[src/rtl/demod_pkg.sv]
// Shared encodings and sizing helpers for the sample-stream modulator/demodulator pair.
// Pure declarations: no logic, no latency, no flow control.
package demod_pkg;

  typedef enum logic [1:0] {
    MODE_ASK    = 2'b00,
    MODE_FSK    = 2'b01,
    MODE_PSK    = 2'b10,
    MODE_BYPASS = 2'b11
  } mode_e;

  localparam int MIDSCALE = 64;

  // Unsigned width holding the sum of SPS magnitudes of up to 64.
  function automatic int energy_w(input int sps);
    return $clog2(64 * sps) + 1;
  endfunction

endpackage

[src/rtl/demod_rx_symbol_accum.sv]
// Per-symbol index and energy/correlation/crossing accumulators; *_final outputs are combinational and include the current sample.
// No backpressure: a sample is taken whenever ena && sample_valid; clear restarts the symbol.
module symbol_accum
  import demod_pkg::*;
#(
  parameter int SPS = 16,
  parameter int EW  = energy_w(SPS),
  parameter int CW  = EW + 1,
  parameter int XW  = $clog2(SPS)
) (
  input  logic                 clk,
  input  logic                 rst_n,
  input  logic                 ena,
  input  logic                 clear,
  input  logic                 sample_valid,
  input  logic [6:0]           sample_in,
  output logic                 accept,
  output logic                 last,
  output logic [EW-1:0]        energy_final,
  output logic signed [CW-1:0] corr_final,
  output logic [XW-1:0]        xing_final
);

  localparam int IW = $clog2(SPS);
  localparam logic [IW-1:0] IDX_LAST = IW'(SPS - 1);
  localparam logic [IW-1:0] IDX_HALF = IW'(SPS / 2);

  logic [IW-1:0]        idx;
  logic [EW-1:0]        energy;
  logic signed [CW-1:0] corr;
  logic [XW-1:0]        xing;
  logic                 prev_pos;

  logic signed [7:0]    s;
  logic signed [7:0]    term;
  logic [6:0]           mag;
  logic                 pos;
  logic                 first;
  logic [IW-1:0]        idx_eff;
  logic [EW-1:0]        energy_base;
  logic signed [CW-1:0] corr_base;

  always_comb begin
    s           = signed'({1'b0, sample_in} - 8'(MIDSCALE));
    pos         = ~s[7];
    mag         = pos ? s[6:0] : 7'(-s);
    // A clear in the same cycle makes this sample index 0 of a fresh symbol.
    first       = clear || (idx == '0);
    idx_eff     = clear ? '0 : idx;
    term        = (idx_eff < IDX_HALF) ? s : -s;
    energy_base = first ? '0 : energy;
    corr_base   = first ? '0 : corr;
    energy_final = energy_base + EW'(mag);
    corr_final   = corr_base + CW'(term);
    xing_final   = '0;
    if (!first) begin
      xing_final = xing;
      if ((pos != prev_pos) && (xing != '1)) xing_final = xing + 1'b1;
    end
    accept = ena && sample_valid;
    last   = !clear && (idx == IDX_LAST);
  end

  always_ff @(posedge clk) begin
    if (!rst_n) begin
      idx      <= '0;
      energy   <= '0;
      corr     <= '0;
      xing     <= '0;
      prev_pos <= 1'b0;
    end else if (accept) begin
      idx      <= last ? '0 : idx_eff + 1'b1;
      energy   <= energy_final;
      corr     <= corr_final;
      xing     <= xing_final;
      prev_pos <= pos;
    end else if (ena && clear) begin
      idx    <= '0;
      energy <= '0;
      corr   <= '0;
      xing   <= '0;
    end
  end

endmodule

[src/rtl/demod_rx.sv]
// ASK/FSK/BPSK symbol demodulator with bypass comparator; decisions are registered one cycle after the last sample.
// No backpressure: samples are consumed on sample_valid, ena low freezes the block.
module demod_rx
  import demod_pkg::*;
#(
  parameter int SPS        = 16,
  parameter int ASK_THRESH = 256,
  parameter int FSK_XING   = 3
) (
  input  logic       clk,
  input  logic       rst_n,
  input  logic       ena,
  input  logic [1:0] sel,
  input  logic [6:0] sample_in,
  input  logic       sample_valid,
  input  logic       sym_sync,
  output logic       bit_out,
  output logic       bit_valid,
  output logic       demod_out,
  output logic       carrier_det
);

  localparam int EW = energy_w(SPS);
  localparam int CW = EW + 1;
  localparam int XW = $clog2(SPS);

  logic [1:0]           sel_q;
  logic                 sel_chg;
  logic                 clear;
  logic                 valid_eff;
  logic                 accept;
  logic                 last;
  logic [EW-1:0]        energy_final;
  logic signed [CW-1:0] corr_final;
  logic [XW-1:0]        xing_final;
  logic                 cd_next;
  logic                 dec_bit;
  logic                 decide;

  // A mode change flushes like sym_sync, and the sample arriving with it is dropped.
  always_comb begin
    sel_chg   = (sel != sel_q);
    clear     = sym_sync || sel_chg;
    valid_eff = sample_valid && !sel_chg;
    cd_next   = int'(energy_final) >= ASK_THRESH;
    dec_bit   = 1'b0;
    case (sel)
      MODE_ASK: dec_bit = cd_next;
      MODE_FSK: dec_bit = int'(xing_final) >= FSK_XING;
      MODE_PSK: dec_bit = !corr_final[CW-1];
      default:  dec_bit = 1'b0;
    endcase
    decide = accept && last && (sel != MODE_BYPASS);
  end

  symbol_accum #(.SPS(SPS), .EW(EW), .CW(CW), .XW(XW)) u_accum (
    .clk          (clk),
    .rst_n        (rst_n),
    .ena          (ena),
    .clear        (clear),
    .sample_valid (valid_eff),
    .sample_in    (sample_in),
    .accept       (accept),
    .last         (last),
    .energy_final (energy_final),
    .corr_final   (corr_final),
    .xing_final   (xing_final)
  );

  always_ff @(posedge clk) begin
    if (!rst_n) begin
      sel_q       <= sel;
      bit_out     <= 1'b0;
      bit_valid   <= 1'b0;
      demod_out   <= 1'b0;
      carrier_det <= 1'b0;
    end else begin
      // Pulse output: drops back to 0 even while disabled so it never stretches.
      bit_valid <= decide;
      if (ena) sel_q <= sel;
      if (decide) begin
        bit_out     <= dec_bit;
        demod_out   <= dec_bit;
        carrier_det <= cd_next;
      end else if (accept && (sel == MODE_BYPASS)) begin
        demod_out <= ~sample_in[6];
      end
    end
  end

endmodule
[config.mk]
export PLATFORM = sky130hd
export DESIGN_NAME = demod_rx
export DESIGN_NICKNAME = d
export VERILOG_FILES = /design/src/rtl/demod_pkg.sv /design/src/rtl/demod_rx_symbol_accum.sv /design/src/rtl/demod_rx.sv
export SDC_FILE = /design/constraint.sdc
export NUM_CORES = 1
export LEC_CHECK = 0
export CAP_MARGIN = 15
export CORE_ASPECT_RATIO = 0.8
export CORE_UTILIZATION = 50
export CTS_BUF_LIST = sky130_fd_sc_hd__clkbuf_2
export CTS_CLUSTER_DIAMETER = 80
export DETAILED_ROUTE_END_ITERATION = 10
export PLACE_DENSITY = 0.72
export SETUP_SLACK_MARGIN = 0.5
export SLEW_MARGIN = 40
export SYNTH_ARGS = -nofsm -noshare
export SYNTH_HDL_FRONTEND = slang
export SYNTH_HIERARCHICAL = 1
export SYNTH_SLANG_ARGS = --single-unit
export TNS_END_PERCENT = 50
[constraint.sdc]
create_clock -name clk -period 8.6 [get_ports clk]
set_clock_uncertainty 0.1 [all_clocks]
set_input_delay 1.72 -clock clk [delete_from_list [all_inputs] [get_ports clk]]
set_output_delay 1.72 -clock clk [all_outputs]
set_load 0.005 [all_outputs]
# Word level (Yosys, flattened, before mapping)
# Cells that the tools add are included.
dict set report word_totals {
  register_bits 38
  out_inout_bits 4
  word_cells 67
}
dict set report op_classes {
  addsub 6
  magnitude_cmp 3
  eq_ne 9
  mux 20
  bitwise_logic 2
  n_reduce_logical 17
}
# op n
set ops {}
lappend ops {{$mux W12} 3}
lappend ops {{$mux W11} 3}
lappend ops {{$mux W4} 7}
lappend ops {{$add A12 B8 Y12} 1}
lappend ops {{$add A11 B7 Y11} 1}
lappend ops {{$ge A11 B9 Y1 const B} 1}
lappend ops {{$add A4 B1 Y4 const B} 2}
lappend ops {{$logic_and A1 B1 Y1} 8}
lappend ops {{$mux W8} 1}
lappend ops {{$neg A8 Y8} 1}
lappend ops {{$sub A7 B7 Y8 const B} 1}
lappend ops {{$mux W7} 1}
lappend ops {{$eq A2 B2 Y1 const B} 2}
lappend ops {{$eq A4 B4 Y1 const B} 1}
lappend ops {{$ge A4 B2 Y1 const B} 1}
lappend ops {{$logic_not A4 Y1} 1}
lappend ops {{$lt A4 B4 Y1 const B} 1}
lappend ops {{$mux W2} 2}
lappend ops {{$ne A4 B4 Y1 const B} 1}
lappend ops {{$reduce_bool A2 Y1} 2}
lappend ops {{$logic_not A1 Y1} 3}
lappend ops {{$pmux W1 S3} 1}
lappend ops {{$eq A2 B1 Y1 const B} 1}
lappend ops {{$logic_not A2 Y1} 1}
lappend ops {{7 further kinds} 10}

# Depth between registers and ports, before layout
# Gate-level depths: netlist of run 1.
dict set report depth {
  depth_word 9
  ltp_mapped 19
}

# By module
# The synthesis of run 1 kept the hierarchy.
# module instances cells_each area_each_um2 seq_area_each_um2
set modules_own_cells {}
lappend modules_own_cells {symbol_accum 1 339 2702.6 640.6}
lappend modules_own_cells {demod_rx 1 31 299.0 140.1}

# Worst setup path before layout of run 1
# OpenSTA, ideal clock, no wires.
dict set report synth_timing {
  path_kind {in2reg}
  start {input port sel[1]}
  end {register bit_out}
  setup_time_ps 118
  arrival_ps 5205
  path_slack_ps 3176
  cell_stages 18
  path_cell_list {xor2_1 or3_1 buf_2 inv_1 and2_4 buf_6 clkbuf_1 nand2_1 fa_1 nor2b_1 o21a_1 o21ai_0 a2111oi_0 xnor2_1 nor3_1 o22ai_2 a21oi_1 nor2_1}
}
# item line
set synth_rtl {}
lappend synth_rtl {{start, declared} demod_rx.sv:13} ;# input logic [1:0] sel,
lappend synth_rtl {{$ne A2 B2 Y1} demod_rx.sv:42} ;# sel_chg = (sel != sel_q);
lappend synth_rtl {{$logic_or A1 B1 Y1} demod_rx.sv:43} ;# clear = sym_sync || sel_chg;
lappend synth_rtl {{via clear} demod_rx.sv:29} ;# logic clear;
lappend synth_rtl {{$logic_or A1 B1 Y1} demod_rx_symbol_accum.sv:48} ;# first = clear || (idx == '0);
lappend synth_rtl {{$mux W11} demod_rx_symbol_accum.sv:51} ;# energy_base = first ? '0 : energy;
lappend synth_rtl {{$add A11 B7 Y11} demod_rx_symbol_accum.sv:53} ;# energy_final = energy_base + EW'(mag);
lappend synth_rtl {{via energy_final[10]} demod_rx.sv:33} ;# logic [EW-1:0] energy_final;
lappend synth_rtl {{$ge A11 B9 Y1} demod_rx.sv:45} ;# cd_next = int'(energy_final) >= ASK_THRESH;
lappend synth_rtl {{$pmux W1 S3} demod_rx.sv:47} ;# case (sel)
lappend synth_rtl {{end signal, assigned} demod_rx.sv:82} ;# bit_out <= dec_bit;
lappend synth_rtl {{end, declared} demod_rx.sv:17} ;# output logic bit_out,
# The timed path passes the listed nets, and every way through them passes these cells.
# A chain may end at the register's enable or synchronous reset.

# Final worst setup path of run 1
# Ends and elaborated chain as after synthesis.

==> results of run 1 <==
-- layer usage --
layer	wire length, um	global-route usage	share of wire	vias up
met3	314	0.0385	0.045	7
met5	0	0	0	-
met1	3500	0.362	0.50	1289
met4	68	0.0771	0.0098	0
li1	-	-	-	1355
met2	3060	0.363	0.44	75
-- final cells by class --
| class | count | area [um^2] | share of cell area |
|---|---|---|---|
| clock buffer | 5 | 25.0 | 0.00780 |
| clock inverter | 3 | 16.3 | 0.00507 |
| inverter | 17 | 63.8 | 0.0199 |
| multi-input combinational | 292 | 2040 | 0.635 |
| sequential | 38 | 781 | 0.243 |
| tap | 78 | 97.6 | 0.0304 |
| timing repair buffer | 19 | 189 | 0.0589 |
-- state kept, by name, summed over array words and instances, names as in the netlist --
register and flops:
demod_out 1, bit_out 1, u_accum/idx 4, sel_q 2, carrier_det 1, u_accum/corr 12
u_accum/xing 4, u_accum/prev_pos 1, u_accum/energy 11, bit_valid 1
-- tightest hold or removal path, cell delays in order (launching register included) --
cell and delay, ns:
dfxtp_1 0.35, nand2_1 0.05, a21oi_1 0.06
-- cells in the final DEF (no fill, tap or decap), types with 3 or more instances in the layout --
master	count
and2_1	3
or3_1	4
nor3_1	5
o211ai_1	3
o21a_1	4
a22o_1	6
o21bai_1	4
o21ai_0	14
mux2i_1	4
xor2_1	16
and3_1	17
a211oi_1	7
nor2_1	41
nand2_1	25
a21o_1	3
a22oi_1	14
clkdlybuf4s50_1	17
a32o_1	3
nand3_1	11
a31oi_1	4
xnor2_1	13
a21oi_1	18
nor2b_1	5
nor4_1	3
ha_1	19
inv_1	16
clkbuf_2	5
dfxtp_1	36
-- power breakdown --
group          internal, mW  switching, mW
clock network        0.0185         0.0618
logic                0.0252         0.0369
registers             0.181        0.00262
total                 0.225          0.101
-- worst min-delay path by stage --
stage | startpoint | end | depth (start not counted)
after detailed placement | u_accum/energy[5] | u_accum/energy[5] | 1
after global placement | u_accum/energy[4] | u_accum/energy[4] | 2
after floorplan | u_accum/energy[4] | u_accum/energy[4] | 2
after global routing | u_accum/energy[6] | u_accum/energy[6] | 1
final | u_accum/energy[4] | u_accum/energy[4] | 2
after CTS | u_accum/energy[4] | u_accum/energy[4] | 2
-- through the flow --
step | cell area [um^2] | hold WS (ns) | setup slack (ns) | total power, mW
final | 3210 | 0.376 | 2.74 | 0.326
after detailed placement | 3170 | 0.358 | 2.21 | 0.248
after global placement | 3150 | 0.341 | 2.36 | 0.247
after global routing | 3210 | 0.422 | 2.38 | 0.347
after floorplan | 2970 | 0.332 | 3.18 | 0.229
after CTS | 3210 | 0.382 | 2.65 | 0.329
==> results.yml, run 1 <==
grt:
  grt_usage: 0.245
  grt_pass1_wl_um: 12000
  antenna_found_initial: 0
  grt_max_degree: 20
  grt_overflow: 0
  grt_pass1_vias: 2594
status:
  status: "finished clean"
setup_path:
  slowest_delay_ns: 0.62
  critPathMaxFanout: 17
  regToRegEndpoint: "bit_out"
  worst_path_max_delay_cell: "a2111oi_1"
  critPathLaunch: "sel[1]"
  endpoint: "bit_out"
  r2r_slack_ns: 4.24
  cp-start-kind: "input pin"
  worstSetupEndpointType: "flop"
  crit_arrival_ns: 6.07
  cp.depth: 16
  path_cells: "clkdlybuf4s50_1, xor2_1, or3_1, inv_1, and2_4, nand2_1, fa_1, nor2b_1, o21a_1, o21ai_0, a2111oi_1, xnor2_1, nor3_1, o22ai_2, a21oi_1, nor2_1"
  r2r-start: "sel_q[1]"
  critPathTopFamily: "simple AND/OR/NAND/NOR gates"
  crit_buf_inv: 2
  worst_ep_required_time_ns: 8.81
  critPathKind: "input pin to flop"
  reg2regPathDepth: 15
placed_design:
  numPortBuffers: 17
  post-dp-hpwl_um: 5030
  place.gp.congestion: 0.823
  placed_cells: 444
cts:
  cts_setup_buffers: 0
  cts_hold_buf: 0
  cts_tree: "yes"
  cts_resized: 0
  cts_max_path_buffers: 2
  path_clk_slew_ns: 0.20
  cts.sinks: 38
  insertion_delay_ns: 0.40
  numCtsBuffers: 5
  cts_max_level: 2
  cts_root_buf: "clkbuf_2"
floorplan:
  die-area_um2: 6260
  initial_core_util: 0.532
  fp.dieW_um: 88.2
  fp-row-count: 24
  coreArea_um2: 5590
  die_height_um: 70.9
  io_pins: 18
timing:
  rsz0062_at_grt: "no"
  setup_tns_ns: 0
  finalHoldViolations: 0
  period_share: 0.682
  final-max-slew-violation-count: 0
  tightest_slew_ns: 0.697
  post-route-min-period_ns: 5.86
  slew_headroom: 0.535
  setup_viol: 0
  max_freq_mhz: 171
layout:
  final_util: 0.574
  n_fill_cell: 523
  drive_gt1_frac: 0.0668
  n_antenna_cell: 0
  nNetsFinal: 408
  synthToLayoutAreaGrowth_pct: 8.00
  finalNonFillerCells: 452
pwr:
  ir_drop_uv: 91.4
  p_leak_nw: 1.31
  p_per_area_nw_per_um2: 102
drt:
  drt_iter0_drc: 210
  ant_nets: 0
  vias_per_cell: 6.03
  drtPass1Iterations: 4
  wl_um: 6950
  dr_total_vias: 2726
  route.detailed.drc: 0
  wire_per_inst_um: 15.4
synthesis:
  syn_area_um2: 2970
  avgSynthCellArea_um2: 8.12
  synthCells: 366
  ys.warnings.count: 6
  synth_fp_nets: 401
min_path:
  hold_class: "flop to flop"
flow_run:
  maxCapViolations: 0
No activity file was read; power rests on OpenSTA's default activity.
==> run 2: changes to the inputs <==
--- a/config.mk
+++ b/config.mk
@@ -11,7 +11,7 @@
 export CTS_BUF_LIST = sky130_fd_sc_hd__clkbuf_2
 export CTS_CLUSTER_DIAMETER = 80
 export DETAILED_ROUTE_END_ITERATION = 10
-export PLACE_DENSITY = 0.72
+export PLACE_DENSITY = 0.75
 export SETUP_SLACK_MARGIN = 0.5
 export SLEW_MARGIN = 40
 export SYNTH_ARGS = -nofsm -noshare
==> constraint.sdc (replaced) <==
create_clock -name clk -period 5 [get_ports clk]
set_clock_uncertainty 0.1 [all_clocks]
set_input_delay 1 -clock clk [delete_from_list [all_inputs] [get_ports clk]]
set_output_delay 1 -clock clk [all_outputs]
set_load 0.005 [all_outputs]
==> results.yml, run 2 (synthesized netlist as in run 1, its figures left out) <==
grt:
  grt_overflow: 0
  grt_pass1_vias: 2630
  antenna_found_initial: 0
  grt_usage: 0.237
  grt_max_degree: 20
  grt_pass1_wl_um: 11700
layout:
  synthToLayoutAreaGrowth_pct: 18.4
  n_antenna_cell: 0
  finalNonFillerCells: 479
  largest-register: "u_accum/corr"
  drive_gt1_frac: 0.160
  layout_commonest_cell: "nor2_1"
  layout_common_cells: "41 x nor2_1, 36 x dfxtp_1, 29 x buf_4"
  nNetsFinal: 435
  largestRegisters: "u_accum/corr x12, u_accum/energy x11"
  post-route-cell-area_um2: 3520
  largest_register_ffs: 12
  final_util: 0.629
placed_design:
  place_area_um2: 3370
  numPortBuffers: 17
  place.gp.congestion: 0.858
  dp_slack_ns: -0.0120
  post-dp-hpwl_um: 5350
  placed_cells: 470
timing:
  max_freq_mhz: 232
  finalHoldViolations: 0
  setup_viol: 0
  period_share: 0.863
  slew_headroom: 0.617
  post-route-min-period_ns: 4.32
  rsz0062_at_grt: "no"
  tightest_slew_ns: 0.570
  fin_ws_ns: 0.684
  final-max-slew-violation-count: 0
setup_path:
  critPathKind: "input pin to flop"
  critPathMaxFanout: 6
  cp-start-kind: "input pin"
  r2r-start: "sel_q[1]"
  regToRegEndpoint: "bit_out"
  worstSetupEndpointType: "flop"
  reg2regPathDepth: 17
  worst_ep_required_time_ns: 5.21
  r2r_slack_ns: 1.32
  crit_arrival_ns: 4.53
drt:
  vias_per_cell: 5.93
  ant_nets: 0
  wire_per_inst_um: 14.7
  drt_iter0_drc: 167
  drtPass1Iterations: 5
  dr_total_vias: 2842
  wl_um: 7050
  route.detailed.drc: 0
pwr:
  total_power_mw: 0.679
  clkPwrFrac: 0.356
  p_comb_frac: 0.177
  p_leak_nw: 1.48
  swShare: 0.265
  seqPwrFrac: 0.467
  power_switching_mw: 0.180
  ir_drop_uv: 113
  p_per_area_nw_per_um2: 193
  power.internal_mw: 0.499
cts:
  numCtsBuffers: 5
  cts_hold_buf: 0
  cts_max_level: 2
  cts_max_path_buffers: 2
  path_clk_slew_ns: 0.22
  cts_root_buf: "clkbuf_2"
  cts_tree: "yes"
  cts.sinks: 38
  insertion_delay_ns: 0.41
floorplan:
  fp.dieW_um: 88.2
  die-area_um2: 6260
  die_height_um: 70.9
  fp-row-count: 24
  io_pins: 18
  coreArea_um2: 5590
  initial_core_util: 0.532
min_path:
  hp-start: "u_accum/energy[4]"
  whs_endpoint: "u_accum/energy[4]"
  hold_class: "flop to flop"
  hold_depth: 2
status:
  status: "finished clean"
flow_run:
  maxCapViolations: 0
[run 2: cell types whose count changed in the layout (fill, tap and decap cells not counted), moves of 2 or more]
cell / previous run / this run
a2111oi_0: 2 / 0
o21ai_0: 14 / 12
bufinv_16: 0 / 2
a21oi_2: 0 / 2
a2111oi_2: 0 / 2
buf_4: 1 / 29
a21oi_1: 18 / 16
o21ai_1: 1 / 3
[run 2: final cells by class]
type / count / area (um^2)
well taps: 78 / 97.6
fillers: 491 / 2070
clock buffers: 5 / 25.0
repair buffers: 46 / 388
clock inverters: 3 / 63.8
flip-flops and latches: 38 / 781
inverters: 17 / 63.8
multi-input cells: 292 / 2100
[run 2: power by group through the flow]
stage          Combinational (mW)  Clock, mW  Sequential, mW
2_1_floorplan              0.0735          0           0.320
3_3_place_gp                0.114          0           0.323
3_5_place_dp                0.116          0           0.322
4_1_cts                     0.117      0.250           0.317
5_1_grt                     0.132      0.260           0.318
6_report                    0.120      0.242           0.317
[run 2: stage by stage]
stage | hold slack [ns] | setup TNS, ns
finish | 0.378 | 0
global route | 0.391 | 0
global placement | 0.339 | 0
floorplan | 0.332 | 0
CTS | 0.375 | 0
detailed placement | 0.350 | -0.0211
[run 2: timing repair]
item / 4_1_cts / 5_1_grt
gates resized for setup: 3 / 13
pin swaps: 0 / 4
hold endpoints to repair: 0 / 0
setup buffers: 0 / 1
setup endpoints to repair: 2 / 3
[run 2: worst max path at each step]
| stage | start | to | slack [ns] | depth (start not counted) |
|---|---|---|---|---|
| floorplan | sel[1] | bit_out | 0.51 | 18 |
| global placement | sel[1] | bit_out | 0.06 | 15 |
| detailed placement | sel[1] | bit_out | -0.01 | 17 |
| CTS | sel[1] | bit_out | 0.52 | 16 |
| global route | sel[1] | demod_out | 0.50 | 18 |
| finish | sel[1] | bit_out | 0.68 | 18 |
[run 2: per-layer routing]
metal  track usage  vias to the layer above  share of wire
li1              -                     1408              -
met1         0.317                     1355           0.48
met2         0.394                       72           0.46
met3        0.0432                        7          0.051
met4        0.0573                        0         0.0085
met5             0                        -              0
[run 2: critical path, cell delays in order]
cell and delay (ns):
clkdlybuf4s50_1 0.44, xor2_1 0.18, or3_4 0.39, nand2b_4 0.18, buf_4 0.16, mux2i_1 0.18, ha_2 0.34, a2111oi_1 0.41
a21oi_1 0.12, buf_4 0.16, nand2_1 0.11, and2_4 0.17, o221ai_2 0.09, a21oi_2 0.13, nand2b_1 0.07, a21o_1 0.18
a21oi_2 0.15, nor2_1 0.06
